### src/rtl/pipe_pkg.sv
// Shared pipeline definitions for the hazard control slice.
//   hz_state_e : hazard controller FSM states (RUN / MUL_BUSY)
//   REG_ZERO   : hard-wired zero register index; never a real dependency
//   MUL_CNT_W  : width of the multiply busy counter (covers MUL_LAT 2..15)
package pipe_pkg;

    typedef enum logic {
        RUN      = 1'b0,
        MUL_BUSY = 1'b1
    } hz_state_e;

    localparam int unsigned REG_ZERO  = 0;
    localparam int unsigned MUL_CNT_W = 4;

endpackage

### src/rtl/hazard_cmp.sv
// Single source/stage dependency comparator.
// Ports:
//   src      : source register read by the instruction in ID
//   use_src  : ID instruction really reads src
//   dst      : destination register of the older instruction
//   regwrite : older instruction writes back dst
//   match_c  : combinational dependency flag
module hazard_cmp
    import pipe_pkg::*;
#(
    parameter int unsigned RW = 5
) (
    input  logic [RW-1:0] src,
    input  logic          use_src,
    input  logic [RW-1:0] dst,
    input  logic          regwrite,
    output logic          match_c
);

    // Writes to the zero register are discarded, so they never create a dependency.
    assign match_c = use_src && regwrite && (dst != RW'(REG_ZERO)) && (src == dst);

endmodule

### src/rtl/hazard_ctrl.sv
// Pipeline hazard controller: load-use / RAW interlock, multi-cycle multiply
// occupancy of EX, redirect flushing, and saturating performance counters.
// Build option: define HAZARD_FWD_EN when a forwarding unit is present; then
// only load-use stalls. Without it, any EX or MEM dependency stalls.
// Ports:
//   CLK, RST                   : clock, synchronous active-high reset
//   id_rs/id_rt, id_use_rs/rt  : ID sources and their use flags
//   ex_rd/mem_rd, *_regwrite   : EX / MEM destinations and writeback flags
//   ex_memread                 : EX instruction is a load
//   ex_mul_start               : multiply enters EX this cycle
//   ex_redirect                : taken branch/jump resolved in EX
//   stall                      : PC and IF/ID hold (PC EN, high = hold)
//   hold_idex                  : ID/EX holds its contents
//   flush_ifid, flush_idex     : register loads a bubble at next edge
//   mul_busy                   : multiplier occupying EX
//   stall_cnt, flush_cnt       : saturating stall-cycle / redirect counters
module hazard_ctrl
    import pipe_pkg::*;
#(
    parameter int unsigned RW      = 5,
    parameter int unsigned MUL_LAT = 4,
    parameter int unsigned CW      = 16
) (
    input  logic          CLK,
    input  logic          RST,
    input  logic [RW-1:0] id_rs,
    input  logic [RW-1:0] id_rt,
    input  logic          id_use_rs,
    input  logic          id_use_rt,
    input  logic [RW-1:0] ex_rd,
    input  logic [RW-1:0] mem_rd,
    input  logic          ex_regwrite,
    input  logic          mem_regwrite,
    input  logic          ex_memread,
    input  logic          ex_mul_start,
    input  logic          ex_redirect,
    output logic          stall,
    output logic          hold_idex,
    output logic          flush_ifid,
    output logic          flush_idex,
    output logic          mul_busy,
    output logic [CW-1:0] stall_cnt,
    output logic [CW-1:0] flush_cnt
);

    localparam logic [MUL_CNT_W-1:0] BUSY_LOAD = MUL_CNT_W'(MUL_LAT - 1);

    hz_state_e            state_q, state_d;
    logic [MUL_CNT_W-1:0] busy_q, busy_d;
    logic                 redirect_taken;
    logic                 rs_ex_match, rt_ex_match, rs_mem_match, rt_mem_match;
    logic                 data_hazard;

    // Dependency comparators, one per source/stage pair.
    hazard_cmp #(.RW(RW)) u_cmp_rs_ex (
        .src(id_rs), .use_src(id_use_rs), .dst(ex_rd), .regwrite(ex_regwrite), .match_c(rs_ex_match)
    );
    hazard_cmp #(.RW(RW)) u_cmp_rt_ex (
        .src(id_rt), .use_src(id_use_rt), .dst(ex_rd), .regwrite(ex_regwrite), .match_c(rt_ex_match)
    );
    hazard_cmp #(.RW(RW)) u_cmp_rs_mem (
        .src(id_rs), .use_src(id_use_rs), .dst(mem_rd), .regwrite(mem_regwrite), .match_c(rs_mem_match)
    );
    hazard_cmp #(.RW(RW)) u_cmp_rt_mem (
        .src(id_rt), .use_src(id_use_rt), .dst(mem_rd), .regwrite(mem_regwrite), .match_c(rt_mem_match)
    );

`ifdef HAZARD_FWD_EN
    // Forwarding covers ALU results; only a load in EX cannot be bypassed in time.
    logic unused_mem_match;
    assign unused_mem_match = rs_mem_match | rt_mem_match;
    assign data_hazard      = (rs_ex_match | rt_ex_match) & ex_memread;
`else
    // No bypass: wait until the producer reaches WB (write-first register file).
    logic unused_memread;
    assign unused_memread = ex_memread;
    assign data_hazard    = rs_ex_match | rt_ex_match | rs_mem_match | rt_mem_match;
`endif

    // FSM state and multiply busy counter.
    always_ff @(posedge CLK) begin
        state_q <= state_d;
        busy_q  <= busy_d;
    end

    // Next state and pipeline control outputs.
    always_comb begin
        state_d        = state_q;
        busy_d         = busy_q;
        stall          = 1'b0;
        hold_idex      = 1'b0;
        flush_ifid     = 1'b0;
        flush_idex     = 1'b0;
        mul_busy       = 1'b0;
        redirect_taken = 1'b0;
        if (RST) begin
            state_d    = RUN;
            busy_d     = '0;
            flush_ifid = 1'b1;
            flush_idex = 1'b1;
        end else begin
            case (state_q)
                RUN: begin
                    if (ex_redirect) begin
                        // Redirect wins over both load-use and a multiply start.
                        flush_ifid     = 1'b1;
                        flush_idex     = 1'b1;
                        redirect_taken = 1'b1;
                    end else begin
                        if (data_hazard) begin
                            stall      = 1'b1;
                            flush_idex = 1'b1;
                        end
                        if (ex_mul_start) begin
                            state_d = MUL_BUSY;
                            busy_d  = BUSY_LOAD;
                        end
                    end
                end
                MUL_BUSY: begin
                    stall     = 1'b1;
                    hold_idex = 1'b1;
                    mul_busy  = 1'b1;
                    busy_d    = busy_q - MUL_CNT_W'(1);
                    // Leave as the counter reaches zero: MUL_LAT-1 busy cycles in total.
                    if (busy_q <= MUL_CNT_W'(1)) begin
                        state_d = RUN;
                        busy_d  = '0;
                    end
                end
                default: begin
                    state_d = RUN;
                    busy_d  = '0;
                end
            endcase
        end
    end

    // Saturating performance counters.
    always_ff @(posedge CLK) begin
        if (RST) begin
            stall_cnt <= '0;
            flush_cnt <= '0;
        end else begin
            if (stall && (stall_cnt != '1)) begin
                stall_cnt <= stall_cnt + CW'(1);
            end
            if (redirect_taken && (flush_cnt != '1)) begin
                flush_cnt <= flush_cnt + CW'(1);
            end
        end
    end

endmodule

### config.mk
export PLATFORM = sky130hd
export DESIGN_NAME = hazard_ctrl
export DESIGN_NICKNAME = d
export VERILOG_FILES = /design/src/rtl/pipe_pkg.sv /design/src/rtl/hazard_cmp.sv /design/src/rtl/hazard_ctrl.sv
export SDC_FILE = /design/constraint.sdc
export NUM_CORES = 1
export LEC_CHECK = 0
export ABC_AREA = 1
export CORE_ASPECT_RATIO = 1.2
export CORE_MARGIN = 2
export CORE_UTILIZATION = 53
export CTS_CLUSTER_SIZE = 16
export DETAILED_ROUTE_END_ITERATION = 7
export GPL_TIMING_DRIVEN = 1
export PLACE_DENSITY_LB_ADDON = 0.3
export SLEW_MARGIN = 20
export SYNTH_ARGS = -nofsm -noshare
export SYNTH_HDL_FRONTEND = slang
export SYNTH_SLANG_ARGS = --single-unit
export TNS_END_PERCENT = 50
### constraint.sdc
create_clock -name CLK -period 4.5 [get_ports CLK]
set_input_delay 0.45 -clock CLK [delete_from_list [all_inputs] [get_ports CLK]]
set_output_delay 0.45 -clock CLK [all_outputs]
set_load 0.01 [all_outputs]
# Yosys cells after proc, flatten, opt, wreduce, memory -nomap -nowiden
# Index checks and enable logic that the tools add are counted.
op_classes:
  n_addsub: 3
  order_cmp: 1
  eq_ne: 8
  n_mux: 21
  bitwise: 4
  n_reduce_logical: 17
op_table:
  columns: ["operator", "n"]
  rows:
  - ["adder 16 x 1 -> 16 bit, second input constant", 2]
  - ["inequality test 16 bit, second input constant", 2]
  - ["== test 5 bit", 4]
  - ["2-to-1 mux 1 bit", 15]
  - ["logical AND 1 bit", 14]
  - ["2-to-1 mux 4 bit", 3]
  - ["nonzero test 5 bit", 2]
  - ["case mux 4 bit (2 select lines)", 1]
  - ["less-or-equal comparator 4 x 1 -> 1 bit, second input constant", 1]
  - ["inequality test 2 bit, second input constant", 2]
  - ["case mux 1 bit (2 select lines)", 2]
  - ["subtractor 4 x 1 -> 4 bit, second input constant", 1]
  - ["bitwise OR 1 bit", 3]
  - ["AND reduction 2 bit", 1]
  - ["NOT 1 bit", 1]
word_totals:
  ff_bits: 37
  inputBits: 29
  output_inout_bits: 37
  word_cells: 58

# Depth between registers and ports, before layout
# Gate-level depths: netlist (run 1).
logic_depth:
  depth_word: 11
  mapped_depth: 13
  mapped_depth_nobuf: 12

# By module
# A second synthesis (run 1) with hierarchy kept.
hier_totals:
  cells_unflattened: 468
  area_unflattened_um2: 2762.6
modules_own_cells:
  columns: ["module", "n_inst", "cells_per_inst", "area_each_um2", "seq_area_each_um2"]
  rows:
  - ["hazard_ctrl", 1, 340, 2267.2, 740.7]
  - ["hazard_cmp", 4, 32, 123.9, 0.0]

# Worst setup path after synthesis (run 1)
# Ideal clock, no wire load.
synth_timing:
  path_type: "reg-to-reg"
  start: "reg flush_cnt[0]"
  end: "reg flush_cnt[11]"
  setup_time_ns: 0.113
  arrival_time_ns: 1.672
  required_ns: 4.387
  slack_ns: 2.715
  path_stages_with_launch: 12
  path_buffers: 1
  period_less_slack_ns: 1.785
  cell_sequence: "dfxtp_1 -> ha_1 -> nand2_2 -> nor3_4 -> nand3b_2 -> o21ai_4 -> nor2_2 -> buf_6 -> nand2_2 -> o21ai_1 -> o21ai_1 -> inv_1"
synth_between:
  elab_chain_cells: 2
  elab_cells_between_ends: 3
  cone_classes: "add/sub: 1; eq/ne: 1; reduce/logical: 1"
synth_lines:
  columns: ["element", "line_no", "rtl"]
  rows:
  - ["start: declaration", "hazard_ctrl.sv:43", "output logic [CW-1:0] flush_cnt"]
  - ["start signal: assignment", "hazard_ctrl.sv:149", "flush_cnt <= flush_cnt + CW'(1);"]
  - ["parallel branches: the longest is 2 deep, another holds adder 16 x 1 -> 16 bit", null, null]
# Parallel ways; which one is timed is not known.
# A chain may end at the register's enable or synchronous reset.

# Final worst setup path (run 1)
layout_timing:
  start: "in mem_rd[2]"
  end: "out stall"
layout_between:
  elab_chain_cells: 9
  elab_cells_between_ends: 13
  cone_classes: "eq/ne: 2; mux: 4; bitwise: 2; reduce/logical: 5"
layout_lines:
  columns: ["element", "line_no", "rtl"]
  rows:
  - ["start: declaration", "hazard_ctrl.sv:31", "input logic [RW-1:0] mem_rd,"]
  - ["nonzero test 5 bit", "hazard_cmp.sv:21", "assign match_c = use_src && regwrite && (dst != RW'(REG_ZERO)) && (src == dst);"]
  - ["logical AND 1 bit (2 in series)", "hazard_cmp.sv:21", null]
  - ["bitwise OR 1 bit", "hazard_ctrl.sv:77", "assign data_hazard = rs_ex_match | rt_ex_match | rs_mem_match | rt_mem_match;"]
  - ["bitwise OR 1 bit (*)", "hazard_ctrl.sv:77", null]
  - ["2-to-1 mux 1 bit (*)", "hazard_ctrl.sv:110", "if (data_hazard) begin"]
  - ["2-to-1 mux 1 bit (*)", "hazard_ctrl.sv:104", "if (ex_redirect) begin"]
  - ["case mux 1 bit (2 select lines) (*)", "hazard_ctrl.sv:102", "case (state_q)"]
  - ["2-to-1 mux 1 bit (*)", "hazard_ctrl.sv:96", "if (RST) begin"]
  - ["end: declaration", "hazard_ctrl.sv:37", "output logic stall,"]
# Mark *: on every way between the ends. The rest lies on a longest branch, timed or not.

==> impl_metrics.py, run 1 <==
metrics = {
    "outcome": {
        "outcome": "complete, no violations",
    },
    "cts": {
        "ctsRootBufferMaster": "clkbuf_8",
        "postCtsSetupBuffers": 0,
        "cts-root-to-sink-buffers": 2,
        "cts.sink_count": 37,
        "numCtsBuffers": 5,
        "cts_hold_buffers": 0,
        "cts.clk_slew.worst_paths_ns": 0.07,
        "resized_gates_after_cts": 0,
        "cts_tree": "yes",
        "ctsHtreeMaxLevel": 2,
        "clkLatencyLatePin_ns": 0.30,
    },
    "drt": {
        "dr_wl_met2_mm": 3.03,
        "drc": 0,
        "wire_per_inst_um": 11.1,
        "detailroute.via_count": 2776,
        "met1_length_mm": 2.57,
        "drt_pass1_iterations": 4,
        "highest_layer": "met4",
        "dr_wl_met3_um": 333,
        "ant_nets": 0,
        "drt_iter0_drc": 157,
        "routed_wirelength_mm": 6.01,
        "via_per_inst": 5.12,
    },
    "power_and_ir_drop": {
        "vdd_drop_max_v": 0.000286,
        "power_switching_share": 0.262,
        "clock_network_fraction_of_design_power": 0.382,
        "net_switching_power_figure_uw": 199,
        "leakage_uw": 0.00146,
        "report.power.total_uw": 756,
        "power.share.combinational": 0.168,
        "share_seq_of_total_power": 0.450,
        "cellPowerDensity_nw_per_um2": 224,
        "power.internal_uw": 558,
    },
    "synthesis": {
        "ys_ff_latch": 37,
        "cells_after_synth": 419,
        "yosysWarnings": 0,
        "synth_fp_nets": 452,
        "syn-cell-area_sq_um": 2580,
        "synthDistinctLibCells": 33,
        "syn_area_per_cell_sq_um": 6.16,
        "seq_area_frac_synth": 0.287,
    },
    "global_route": {
        "number_of_antenna_violations_at_the_first_check_in_global_routing": 0,
        "grt_start_max_net_pins": 25,
        "vias_in_the_first_global_route": 2530,
        "gr-total-overflow": 0,
        "grt_pass1_wl_mm": 10.3,
        "gr-usage-all-layers": 0.240,
    },
    "timing": {
        "final.min_clock_period_ns": 2.94,
        "slew_limit_fails": 0,
        "report.final.hold_viol_count": 0,
        "finalSetupViolations": 0,
        "timing.setup.tns_ns": 0,
        "rsz0062_at_grt": "no",
        "skew_ns": 0.00777,
        "worst_pin_slew_ns": 0.634,
        "timing.max_slew.rel_slack": 0.577,
        "finalCritPeriodShare": 0.653,
        "timing.fmax_mhz": 340,
    },
    "setup_path": {
        "cp.buffers_inverters": 5,
        "critical_path.reg2reg.endpoint": "flush_cnt[9]",
        "critical_path_peak_fanout": 22,
        "critical_path.top_delay_family": "buffers and inverters",
        "worst_reg_to_reg_cells": 10,
        "cp-end-kind": "primary output",
        "critical_path.cell_chain": "clkdlybuf4s50_1 > inv_1 > nand2_1 > nand2_1 > nor2_1 > nand3_1 > nand2_1 > nand2_1 > nand3_1 > buf_4 > nand2_1 > inv_1 > clkdlybuf4s50_1",
        "timing.critical_path.mode_cell": "nand2_1",
        "crit_slowest_cell": "clkdlybuf4s50_1",
        "cp-start-kind": "input pin",
        "crit_type": "in -> out",
        "rr_startpoint": "flush_cnt[0]",
        "crit_arrival_ns": 2.49,
        "cp.required_ns": 4.05,
        "critPathMaxStageDelay_ns": 0.54,
        "reg2reg_slack_ns": 2.40,
    },
    "cells_and_area": {
        "syn_to_final_growth_pct": 30.6,
        "post_route_cells_drive_above_1_share": 0.0620,
        "commonest_cells_after_routing_fill_and_taps_aside": "nand2_1, inv_1, clkdlybuf4s50_1",
        "diodes": 0,
        "layout.filler_cells": 396,
        "mostFrequentLayoutCell": "nand2_1",
        "final_core_util": 0.728,
        "layout.nets": 516,
    },
    "hold_path": {
        "hp-start": "flush_cnt[1]",
        "holdCritPathClass": "reg -> reg",
        "hold_path_depth": 2,
        "min_to": "flush_cnt[1]",
    },
    "die": {
        "floorplan.initialDensity": 0.558,
        "fp.dieH_um": 80.4,
        "dieWidth_um": 67.7,
        "io-pin-count": 66,
        "dieArea_sq_um": 5450,
        "placeableCoreArea_sq_um": 4630,
        "floorplan.rows": 27,
    },
    "placement": {
        "place.gp.congestion": 0.860,
        "place.detailed.hpwl_mm": 4.56,
        "portBuffers": 64,
    },
    "job": {
        "maxCapViolations": 0,
    },
}
[stage by stage]
stage                     hold WS (ns)  std cells  cell area [sq um]  worst slack, ns
after floorplan                  0.481        419               2580             2.71
after global placement           0.493        534               3260             1.59
after detailed placement         0.495        534               3260             1.53
after CTS                        0.506        542               3370             1.52
after global routing             0.530        542               3370             1.29
final                            0.501        542               3370             1.56
[metal layers]
layer | up-vias | GRT usage
met3 | 9 | 0.0448
li1 | 1447 | -
met5 | - | 0
met2 | 81 | 0.446
met4 | 0 | 0.0776
met1 | 1239 | 0.267
[power groups by stage]
stage | logic (uW) | clock network [uW] | registers, uW
after floorplan | 72.6 | 0 | 349
after global placement | 124 | 0 | 348
after detailed placement | 127 | 0 | 348
after CTS | 127 | 298 | 341
after global routing | 142 | 311 | 342
final | 127 | 289 | 341
[cells in the mapped netlist (all sizes together)]
cell    instances  area, sq um
a32o            1         10.0
nor2           52          213
nand3b          1         11.3
nand2         126          483
clkbuf          3         11.3
nand3          34          193
buf             7         50.1
inv            66          248
ha              4         50.1
clkinv          1         8.76
dfxtp          37          741
or2             2         12.5
xor2            8         70.1
a21oi          23          123
a211oi          1         7.51
xnor2           6         52.6
nand4          16          100
nor4            3         18.8
o21ai          14         81.3
nor3           14         97.6
[tightest hold or removal path, cell delays in order, from the launching register on]
cell and delay [ns]:
dfxtp_1 0.33, nand2_1 0.07, a21oi_1 0.05
[flip-flops by register name (all words and copies together), names as in the netlist]
register   flops
state_q        1
flush_cnt     16
stall_cnt     16
busy_q         4
[worst max path at each step]
stage	startpoint	endpoint	slack [ns]	depth (start not counted)
5_1_grt	mem_rd[4]	stall	1.29	13
3_5_place_dp	ex_rd[1]	stall	1.53	13
3_3_place_gp	ex_rd[3]	stall	1.59	13
6_report	mem_rd[2]	stall	1.56	13
4_1_cts	id_rs[2]	stall	1.52	13
2_1_floorplan	flush_cnt[0]	flush_cnt[11]	2.71	11
[logic make-up after synthesis]
logic type	synth area share
fa+ha+maj	0.0194
xor+xnor	0.0475
simple gates	0.437
buf+inv	0.123
flops	0.287
compound gates	0.0858
[cell type report]
cell class | count | area [sq um] | share of cell area
well taps | 58 | 72.6 | 0.0215
clock inverters | 3 | 46.3 | 0.0137
multi-input cells | 305 | 1520 | 0.452
clock buffers | 5 | 68.8 | 0.0204
flip-flops and latches | 37 | 741 | 0.220
inverters | 67 | 256 | 0.0761
repair buffers | 67 | 663 | 0.197
Note: power is estimated with default switching activity, not from simulation.
==> inputs of run 2 (changes only) <==
--- a/config.mk
+++ b/config.mk
@@ -8,7 +8,7 @@
 export ABC_AREA = 1
 export CORE_ASPECT_RATIO = 1.2
 export CORE_MARGIN = 2
-export CORE_UTILIZATION = 53
+export CORE_UTILIZATION = 49
 export CTS_CLUSTER_SIZE = 16
 export DETAILED_ROUTE_END_ITERATION = 7
 export GPL_TIMING_DRIVEN = 1
==> constraint.sdc (replaced) <==
create_clock -name CLK -period 3 [get_ports CLK]
set_input_delay 0.3 -clock CLK [delete_from_list [all_inputs] [get_ports CLK]]
set_output_delay 0.3 -clock CLK [all_outputs]
set_load 0.01 [all_outputs]
==> impl_metrics.py, run 2 (synthesized netlist as in run 1, its figures left out) <==
metrics = {
    "outcome": {
        "outcome": "complete, no violations",
    },
    "timing": {
        "report.final.hold_viol_count": 0,
        "skew_ns": 0.0108,
        "worst_pin_slew_ns": 0.635,
        "finalSetupViolations": 0,
        "final.min_clock_period_ns": 2.42,
        "slew_limit_fails": 0,
        "setup_slack_of_the_critical_path_after_layout_ns": 0.581,
        "timing.fmax_mhz": 413,
        "rsz0062_at_grt": "no",
        "timing.max_slew.rel_slack": 0.576,
        "finalCritPeriodShare": 0.806,
        "timing.setup.tns_ns": 0,
    },
    "cells_and_area": {
        "syn_to_final_growth_pct": 30.7,
        "final_core_util": 0.674,
        "layout.nets": 516,
        "diodes": 0,
        "mostFrequentLayoutCell": "nand2_1",
        "registers_with_the_highest_flip_flop_counts": "flush_cnt (16), stall_cnt (16), busy_q (4)",
        "stdcell_count": 544,
        "post_route_cells_drive_above_1_share": 0.0599,
        "commonest_cells_after_routing_fill_and_taps_aside": "nand2_1, inv_1, clkdlybuf4s50_1",
    },
    "cts": {
        "cts.clk_slew.worst_paths_ns": 0.07,
        "numCtsBuffers": 5,
        "resized_gates_after_cts": 0,
        "ctsHtreeMaxLevel": 2,
        "clkLatencyLatePin_ns": 0.29,
        "cts-root-to-sink-buffers": 2,
        "cts_hold_buffers": 0,
        "ctsRootBufferMaster": "clkbuf_8",
        "cts.sink_count": 37,
        "cts_tree": "yes",
        "postCtsSetupBuffers": 0,
    },
    "setup_path": {
        "cp-end-kind": "primary output",
        "reg2reg_slack_ns": 0.93,
        "cp-start-kind": "input pin",
        "critical_path_peak_fanout": 5,
        "crit_type": "in -> out",
        "crit_arrival_ns": 2.12,
        "cp.required_ns": 2.70,
    },
    "placement": {
        "place.gp.congestion": 0.858,
        "place.detailed.hpwl_mm": 4.53,
        "portBuffers": 64,
        "numPlacedInstances": 536,
        "dp_slack_ns": 0.558,
    },
    "die": {
        "dieWidth_um": 70.3,
        "io-pin-count": 66,
        "placeableCoreArea_sq_um": 5010,
        "dieArea_sq_um": 5870,
        "floorplan.rows": 28,
        "fp.dieH_um": 83.5,
        "floorplan.initialDensity": 0.515,
    },
    "drt": {
        "detailroute.via_count": 2755,
        "ant_nets": 0,
        "via_per_inst": 5.06,
        "drt_pass1_iterations": 4,
        "dr_wl_met2_mm": 3.00,
        "highest_layer": "met4",
        "wire_per_inst_um": 11.1,
        "met1_length_mm": 2.63,
        "routed_wirelength_mm": 6.01,
        "drc": 0,
        "drt_iter0_drc": 117,
        "dr_wl_met3_um": 328,
    },
    "power_and_ir_drop": {
        "vdd_drop_max_v": 0.000226,
        "leakage_uw": 0.00146,
        "report.power.total_uw": 1150,
        "cellPowerDensity_nw_per_um2": 342,
    },
    "global_route": {
        "gr-total-overflow": 0,
        "gr-usage-all-layers": 0.214,
        "vias_in_the_first_global_route": 2537,
        "grt_pass1_wl_mm": 10.7,
        "number_of_antenna_violations_at_the_first_check_in_global_routing": 0,
        "grt_start_max_net_pins": 24,
    },
    "hold_path": {
        "holdCritPathClass": "reg -> reg",
    },
    "job": {
        "maxCapViolations": 0,
    },
}
==> run 2: changes by cell type in the layout (fill, tap and decap cells not counted) <==
| cell | previous run | this run |
|---|---|---|
| clkbuf_1 | 0 | 1 |
| clkbuf_8 | 5 | 6 |
| clkinv_4 | 2 | 1 |
| clkinvlp_4 | 1 | 0 |
==> run 2: critical path, stage by stage <==
cell	delay, ns
clkdlybuf4s50_1	0.56
inv_1	0.06
nand2_1	0.05
nand2_1	0.06
nor2_1	0.13
nand3_1	0.08
nand2_1	0.07
nand2_1	0.06
nand3_1	0.10
nand2_1	0.07
inv_1	0.05
clkdlybuf4s50_1	0.52
==> run 2: cell type report <==
type	instances	area (sq um)
fill	465	1640
multi-input combinational	305	1520
sequential	37	741
timing repair buffer	67	663
inverter	67	256
clock buffer	7	86.3
tap	60	75.1
clock inverter	1	30.0
==> run 2: final timing paths <==
path / start / to / cells past startpoint
worst max-delay path: ex_rd[3] / stall / 12
worst max register to register: flush_cnt[0] / flush_cnt[6] / 9
worst min register to register: flush_cnt[1] / flush_cnt[1] / 2
worst min-delay path: flush_cnt[1] / flush_cnt[1] / 2
==> run 2: metrics by stage <==
step / instance area (sq um) / hold WS (ns)
6_report: 3370 / 0.505
5_1_grt: 3370 / 0.536
4_1_cts: 3370 / 0.509
3_5_place_dp: 3260 / 0.494
3_3_place_gp: 3260 / 0.492
2_1_floorplan: 2580 / 0.381
==> run 2: where the power goes <==
part | internal [uW] | leakage (uW) | switching (uW)
Sequential | 501 | 0.000299 | 10.1
Clock | 271 | 0.0000585 | 181
Combinational | 86.5 | 0.00110 | 104
==> run 2: metal layers <==
metal / up-vias / global-route usage
met5: - / 0
met4: 0 / 0.0559
met3: 6 / 0.0435
met2: 76 / 0.384
met1: 1221 / 0.255
li1: 1452 / -
